===== src/rtl/window_shade_actuator.sv =====
// Window-shade motor actuator: latches a requested shade level, steps the motor
// one level per STEP_DIV cycles toward it, then waits a settle time before done.
module window_shade_actuator #(
  parameter int STEP_DIV      = 4,
  parameter int SETTLE_CYCLES = 2
) (
  input  logic       clk,
  input  logic       rst,
  input  logic [3:0] target,
  input  logic       target_valid,
  output logic       motor_up,
  output logic       motor_down,
  output logic [3:0] position,
  output logic       busy,
  output logic       done
);

  typedef enum logic [1:0] {IDLE, MOVE, SETTLE} state_t;

  localparam int PW = $clog2(STEP_DIV);
  localparam int SW = $clog2(SETTLE_CYCLES + 1);
  localparam logic [PW-1:0] PRE_LAST    = PW'(STEP_DIV - 1);
  localparam logic [SW-1:0] SETTLE_LAST = SW'(SETTLE_CYCLES - 1);

  state_t        state_q, state_d;
  logic [3:0]    pos_q, pos_d;
  logic [3:0]    tgt_q, tgt_d;
  logic [PW-1:0] pre_q, pre_d;
  logic [SW-1:0] settle_q, settle_d;
  logic          up_q, up_d;
  logic          down_q, down_d;
  logic          done_q, done_d;
  logic          busy_q;
  logic          step_now;

  // NOTE: every _d gets a default before the case so no path leaves a latch.
  always_comb begin
    state_d  = state_q;
    pos_d    = pos_q;
    tgt_d    = tgt_q;
    pre_d    = pre_q;
    settle_d = settle_q;
    up_d     = 1'b0;
    down_d   = 1'b0;
    done_d   = 1'b0;
    step_now = (state_q == MOVE) && (pre_q == PRE_LAST) && (pos_q != tgt_q);

    case (state_q)
      IDLE: begin
        if (target_valid) begin
          tgt_d = target;
          if (target != pos_q) begin
            state_d = MOVE;
            pre_d   = '0;
          end else begin
            done_d = 1'b1;
          end
        end
      end

      MOVE: begin
        pre_d = (pre_q == PRE_LAST) ? '0 : pre_q + 1'b1;
        if (target_valid) tgt_d = target;
        if (step_now) begin
          // Direction follows the target latched before this edge.
          if (tgt_q > pos_q) begin
            up_d  = 1'b1;
            pos_d = pos_q + 4'd1;
          end else begin
            down_d = 1'b1;
            pos_d  = pos_q - 4'd1;
          end
          if (!target_valid && (pos_d == tgt_q)) begin
            state_d  = SETTLE;
            settle_d = '0;
          end
        end else if (tgt_d == pos_q) begin
          state_d  = SETTLE;
          settle_d = '0;
        end
      end

      SETTLE: begin
        if (target_valid) begin
          tgt_d = target;
          if (target != pos_q) begin
            state_d = MOVE;
            pre_d   = '0;
          end else begin
            settle_d = '0;
          end
        end else if (settle_q == SETTLE_LAST) begin
          state_d = IDLE;
          done_d  = 1'b1;
        end else begin
          settle_d = settle_q + 1'b1;
        end
      end

      default: state_d = IDLE;
    endcase
  end

  // NOTE: sequential state uses non-blocking assignments only.
  always_ff @(posedge clk) begin
    if (rst) begin
      state_q  <= IDLE;
      pos_q    <= '0;
      tgt_q    <= '0;
      pre_q    <= '0;
      settle_q <= '0;
      up_q     <= 1'b0;
      down_q   <= 1'b0;
      done_q   <= 1'b0;
      busy_q   <= 1'b0;
    end else begin
      state_q  <= state_d;
      pos_q    <= pos_d;
      tgt_q    <= tgt_d;
      pre_q    <= pre_d;
      settle_q <= settle_d;
      up_q     <= up_d;
      down_q   <= down_d;
      done_q   <= done_d;
      busy_q   <= (state_d != IDLE);
    end
  end

  assign motor_up   = up_q;
  assign motor_down = down_q;
  assign position   = pos_q;
  assign busy       = busy_q;
  assign done       = done_q;

endmodule


===== config.mk =====
export PLATFORM = sky130hd
export DESIGN_NAME = window_shade_actuator
export DESIGN_NICKNAME = d
export VERILOG_FILES = /design/src/rtl/window_shade_actuator.sv
export SDC_FILE = /design/constraint.sdc
export NUM_CORES = 1
export LEC_CHECK = 0
export BUFFER_PORTS_ARGS = -buffer_cell sky130_fd_sc_hd__buf_2
export CAP_MARGIN = 20
export CELL_PAD_IN_SITES_DETAIL_PLACEMENT = 2
export CELL_PAD_IN_SITES_GLOBAL_PLACEMENT = 2
export CORE_MARGIN = 1.5
export CORE_UTILIZATION = 31
export CTS_CLUSTER_DIAMETER = 40
export DETAILED_ROUTE_END_ITERATION = 10
export GPL_TIMING_DRIVEN = 0
export HOLD_SLACK_MARGIN = 0.08
export PLACE_DENSITY_LB_ADDON = 0.3
export SETUP_SLACK_MARGIN = 0.2
export SYNTH_ARGS = -nofsm -noshare
export SYNTH_HDL_FRONTEND = slang
export SYNTH_SLANG_ARGS = --single-unit

===== constraint.sdc =====
create_clock -name clk -period 2.7 [get_ports clk]
set_input_delay 0.27 -clock clk [delete_from_list [all_inputs] [get_ports clk]]
set_output_delay 0.27 -clock clk [all_outputs]
set_load 0.02 [all_outputs]

=== Yosys cells after proc, flatten, opt, wreduce, memory -nomap -nowiden ===
Cells that the tools add are included.
Widths: inputs -> output; s select.

* Add/sub/neg operators: 4
* $mul: 0
* Divide/modulo/power cells: 0
* Order comparisons: 1
* Equal/unequal tests: 14
* Shifts and indexed selects: 0
* Muxes and demuxes: 32
* Bitwise logic cells: 2
* Reduce and logical (&&, ||, !) cells: 13

{| class="wikitable"
|+ Operators with widths
! operator !! count
|-
| $mux 2 || 16
|-
| $mux 4 || 5
|-
| $eq 4x4->1 || 2
|-
| $ne 4x4->1 || 2
|-
| $pmux 2 s2 || 2
|-
| $pmux 4 s2 || 1
|-
| $mux 1 || 6
|-
| $ne 3x2->1 const B || 2
|-
| $ne 3x3->1 const B || 2
|-
| $pmux 2 s3 || 1
|-
| $reduce_bool 2->1 || 3
|-
| $reduce_and 5->1 || 1
|-
| $add 2x1->2 const B || 2
|-
| $add 4x1->4 const B || 1
|-
| $eq 2x1->1 const B || 2
|-
| $eq 2x2->1 const B || 2
|-
| $gt 4x4->1 || 1
|-
| $ne 2x1->1 const B || 2
|-
| $sub 4x1->4 const B || 1
|-
| $logic_and 1x1->1 || 3
|-
| $reduce_and 3->1 || 1
|-
| $reduce_or 3->1 || 1
|-
| $logic_not 2->1 || 1
|-
| $not 1->1 || 2
|-
| other kinds (4) || 4
|}

* Bits in registers: 18
* Latch bits: 0
* Memory bits (writable): 0
* Bits in read-only memories: 0
* Output and inout port bits: 8
* Word-level logic and storage cells: 75
* Memories: 0

=== Longest topological paths before layout ===
* Depth in word-level cells: 11
* Mapped depth: 14

=== Worst setup path after synthesis ===
No wires, ideal clock.

* Kind: register -> register
* Start point: register pos_q[1], in the netlist position[1]
* End point: register settle_q[0]
* Setup time: 123 ps
* Arrival time: 3,056 ps
* Required time: 2,577 ps
* Slack: -479 ps
* Stages on the path, launching flop included: 15
* Buffers on the path: 0
* Cell sequence: dfxtp_1 inv_1 ha_1 nor2b_1 o211ai_1 nand2_1 nand2_1 inv_1 fa_1 xor2_1 xor2_1 nand2_1 a221oi_2 o211ai_1 mux2_1

* Longest elaborated chain between the ends: 8
* Elaborated cells between the ends (all ways): 18

{| class="wikitable"
|+ Ends and longest elaborated chain
! what !! RTL line !! text
|-
| from (decl) || 26 || <nowiki>logic [3:0] pos_q, pos_d;</nowiki>
|-
| from (signal assigned) || 118 || <nowiki>pos_q <= pos_d;</nowiki>
|-
| $sub 4x1->4, or another cell as far along || 71 || <nowiki>pos_d = pos_q - 4'd1;</nowiki>
|-
| $mux 4 || 66 || <nowiki>if (tgt_q > pos_q) begin</nowiki>
|-
| $mux 4 || 64 || <nowiki>if (step_now) begin</nowiki>
|-
| $mux 4 || 48 || <nowiki>case (state_q)</nowiki>
|-
| $eq 4x4->1 || 73 || <nowiki>if (!target_valid && (pos_d == tgt_q)) begin</nowiki>
|-
| $logic_and 1x1->1 || 73 ||
|-
| $ne 3x2->1 (no line) || - ||
|-
| $reduce_and 5->1 (no line) || - ||
|-
| to (signal assigned) || 121 || <nowiki>settle_q <= settle_d;</nowiki>
|-
| to (decl) || 29 || <nowiki>logic [SW-1:0] settle_q, settle_d;</nowiki>
|}

Several ways; a longest one is shown, not always the timed one. The select of a mux whose other input is x is not followed.
A chain may end at the register's enable or synchronous reset.

=== Worst setup path in the final report ===
* Start point: register pos_q[3], in the netlist position[3]
* End point: register settle_q[0]

Same word-level chain as after synthesis.

==> flow_summary.toml <==
[detailed_routing]
dr.pass1.iters = 4
ant_nets = 0
routed_via_density = 5.57
drc = 0
wl_um = 5400
vias = 1308
wl_per_cell_um = 23.0
drt_iter0_drc = 59

[pwr]
comb_power_share_pct = 34.5
leakage_nw = 0.779
p_switching_w = 0.000253
swShare_pct = 32.7
pwr-share-clk_pct = 28.8
p_seq_share_pct = 36.7
powerDensity_nw_per_um2 = 450
vdd_drop_max_mv = 0.243
internal-power_w = 0.000521

[clock_tree]
clkLatencyLatePin_ns = 0.26
cts_root_buf = "clkbuf_8"
cts_max_level = 1
clk_pin_slew_ns = 0.07
cts_made_buffers = 3
clockBufferDepth = 2
cts.hold.buffers_added = 0
cts_tree = "done"
cts_sinks = 18

[sta]
period_share_pct = 118
finClkSkew_ns = 0.000836
fmax_mhz = 315
rsz0062_at_grt = "yes"
relSlewSlack_pct = 53.8
setup_ws_ns = -0.478
period_needed_ns = 3.18
tightest_slew_ns = 0.686
hold_viol = 0
drv_slew = 0
setup_viol = 5

[final_layout]
final_cell_count_no_fill = 235
fillers = 412
final_area_sq_um = 1720
syn_to_final_growth_pct = 36.7
antennaDiodeCount = 0
drive_gt1_share_pct = 34.2
fin_nets = 209

[placement]
place_inst = 209
dpl_cell_area_sq_um = 1410
hpwl_um = 2760
gp_congestion = 0.774
io_buffers = 13

[floorplanning]
start_util_pct = 33.3
die_y_um = 66.7
num_io_pins = 15
core.rowCount = 22
die_area_sq_um = 4450
die_w_um = 66.7
core_area_sq_um = 3770

[synth]
ys_seq_area_share_pct = 28.7
synth_area_sq_um = 1260
ys_warn_count = 0
synth_nets = 169
synth_seq_cells = 18
synth.distinct_cells = 36
syn_area_per_cell_sq_um = 8.50
synthCells = 148

[worst_setup_path]
r2r_start = "position[3]$_SDFFE_PP0P_"
cp.required_ns = 2.84
worstSetupStartpointType = "flop"
r2r-end = "settle_q[0]$_SDFFE_PP0P_"
ff2ff_path_depth = 13
rrSetupSlack_ns = -0.48
crit_path_max_fanout = 6
path_class = "flop to flop"
cp.arrival_ns = 3.32
endpoint_kind = "flop"

[global_route]
grt_max_degree = 11
grt_util_all_layers_pct = 24.0
grt.overflow.total = 0
grt_pass1_vias = 1402
antenna_found_initial = 0
grt_pass1_wl_um = 7680

[min_path]
whs_path_depth = 3
whs_endpoint = "tgt_q[0]$_SDFFE_PP0P_"
hold_class = "primary input to flop"
min_from = "target[0]"

[status]
status = "finished, violations left"
violations = "negative setup slack"

[run]
maxCapViolations = 0
## flip-flops by register name, summed over array words and instances (netlist names)
| signal | flops |
|---|---|
| done | 1 |
| busy | 1 |
| pre_q | 2 |
| tgt_q | 4 |
| position | 4 |
| state_q | 2 |
| settle_q | 2 |
| motor_down | 1 |
| motor_up | 1 |
## stage by stage
stage	hold slack, ns	setup TNS, ns	setup WS, ns	total power, W	util, %
5_1_grt	0.325	-2.54	-0.635	0.000809	45.6
3_3_place_gp	0.493	-1.19	-0.451	0.000446	37.3
3_5_place_dp	0.526	-1.85	-0.593	0.000456	37.3
4_1_cts	0.296	-0.673	-0.303	0.000726	43.7
6_report	0.303	-1.75	-0.478	0.000773	45.6
2_1_floorplan	0.409	-0.342	-0.171	0.000411	-
## final cells by class
cell class | instances | area, sq um | area share, %
multi-input combinational | 114 | 933 | 54.3
sequential | 18 | 377 | 21.9
timing repair buffer | 35 | 230 | 13.4
tap | 48 | 60.1 | 3.49
clock buffer | 4 | 55.1 | 3.20
inverter | 11 | 43.8 | 2.55
buffer | 5 | 20.0 | 1.16
## repair_timing
item,in CTS,in global routing
resized for setup,13,6
setup buffers,17,5
pin swaps,8,3
cloned,0,0
setup endpoints to repair,6,8
## cells in the final DEF (no fill, tap or decap), drive strengths merged
cell type	instances
a21o	2
clkbuf	7
buf	37
nor4	1
a31o	1
ha	13
dfxtp	18
fa	1
a221oi	1
nor3b	1
a22oi	2
inv	11
xor2	6
o41ai	1
o21bai	1
mux2	2
o211a	1
xnor2	11
a21oi	8
and3	1
mux2i	7
or3	1
nor3	5
nor2	19
o21a	1
nor2b	3
a211oi	1
nand3b	1
nand2	7
o211ai	2
a31oi	1
and2	1
nand4	2
o21ai	7
nand2b	3
## synth_stat cells
cell | instances | area [sq um]
mux2i_1 | 7 | 70.1
a211oi_1 | 1 | 7.51
mux2_1 | 2 | 22.5
o211a_1 | 1 | 10.0
xnor2_1 | 11 | 96.3
nor3b_1 | 1 | 7.51
a221oi_2 | 1 | 15.0
nand3b_1 | 1 | 7.51
nand2_1 | 7 | 26.3
nand4_1 | 2 | 12.5
and3_1 | 1 | 6.26
xor2_1 | 6 | 52.6
clkbuf_1 | 3 | 11.3
buf_1 | 1 | 3.75
a31o_2 | 1 | 8.76
nor3_1 | 5 | 25.0
nor2_1 | 19 | 71.3
o21a_1 | 1 | 7.51
or3_1 | 1 | 6.26
inv_1 | 11 | 41.3
dfxtp_1 | 18 | 360
o21bai_1 | 1 | 7.51
o211ai_1 | 2 | 15.0
a21oi_1 | 8 | 40.0
o41ai_2 | 1 | 16.3
o21ai_0 | 7 | 35.0
nand2b_1 | 3 | 18.8
a31oi_1 | 1 | 6.26
nor2b_1 | 3 | 18.8
buf_2 | 1 | 5.00
a21o_1 | 2 | 15.0
fa_1 | 1 | 20.0
a22oi_1 | 2 | 15.0
and2_1 | 1 | 6.26
ha_1 | 13 | 163
nor4_1 | 1 | 6.26
## cell families (layout without fill, tap and decap cells)
family / after synthesis / count (layout) / share of synthesized area, %
simple gates: 45 / 45 / 16.9
compound gates: 29 / 29 / 15.8
flops: 18 / 18 / 28.7
xor+xnor: 17 / 17 / 11.8
buf+inv: 16 / 55 / 4.87
fa+ha+maj: 14 / 14 / 14.5
mux: 9 / 9 / 7.36
## power groups by stage
stage	registers (W)	clock network [W]	logic (W)
finish	0.000284	0.000223	0.000267
global route	0.000284	0.000242	0.000282
CTS	0.000282	0.000231	0.000213
detailed placement	0.000291	0	0.000165
global placement	0.000290	0	0.000156
floorplan	0.000292	0	0.000119
## per-layer routing
metal  global-route usage (%)  wire, um  up-vias
li1                         -         -      585
met1                     27.7      2120      647
met2                     44.4      2760       53
met3                     4.73       267       23
met4                     6.63       252        0
met5                        0         0        -
## critical path: stages, from the launching register on
cell      delay [ns]
dfxtp_4         0.39
inv_1           0.11
ha_4            0.30
o211ai_1        0.12
nand2_2         0.12
nand2_4         0.07
buf_4           0.15
ha_1            0.44
xor2_2          0.22
xor2_1          0.21
nand2_2         0.10
a221oi_2        0.29
o211ai_1        0.19
mux2_1          0.35
## worst max-delay path by stage
stage | start | to
after global routing | position[3]$_SDFFE_PP0P_ | settle_q[0]$_SDFFE_PP0P_
final | position[3]$_SDFFE_PP0P_ | settle_q[0]$_SDFFE_PP0P_
after floorplan | position[1]$_SDFFE_PP0P_ | settle_q[0]$_SDFFE_PP0P_
after global placement | tgt_q[1]$_SDFFE_PP0P_ | settle_q[1]$_SDFFE_PP0P_
after CTS | position[1]$_SDFFE_PP0P_ | settle_q[0]$_SDFFE_PP0P_
after detailed placement | tgt_q[1]$_SDFFE_PP0P_ | settle_q[0]$_SDFFE_PP0P_
(Power assumes the default switching activity.)
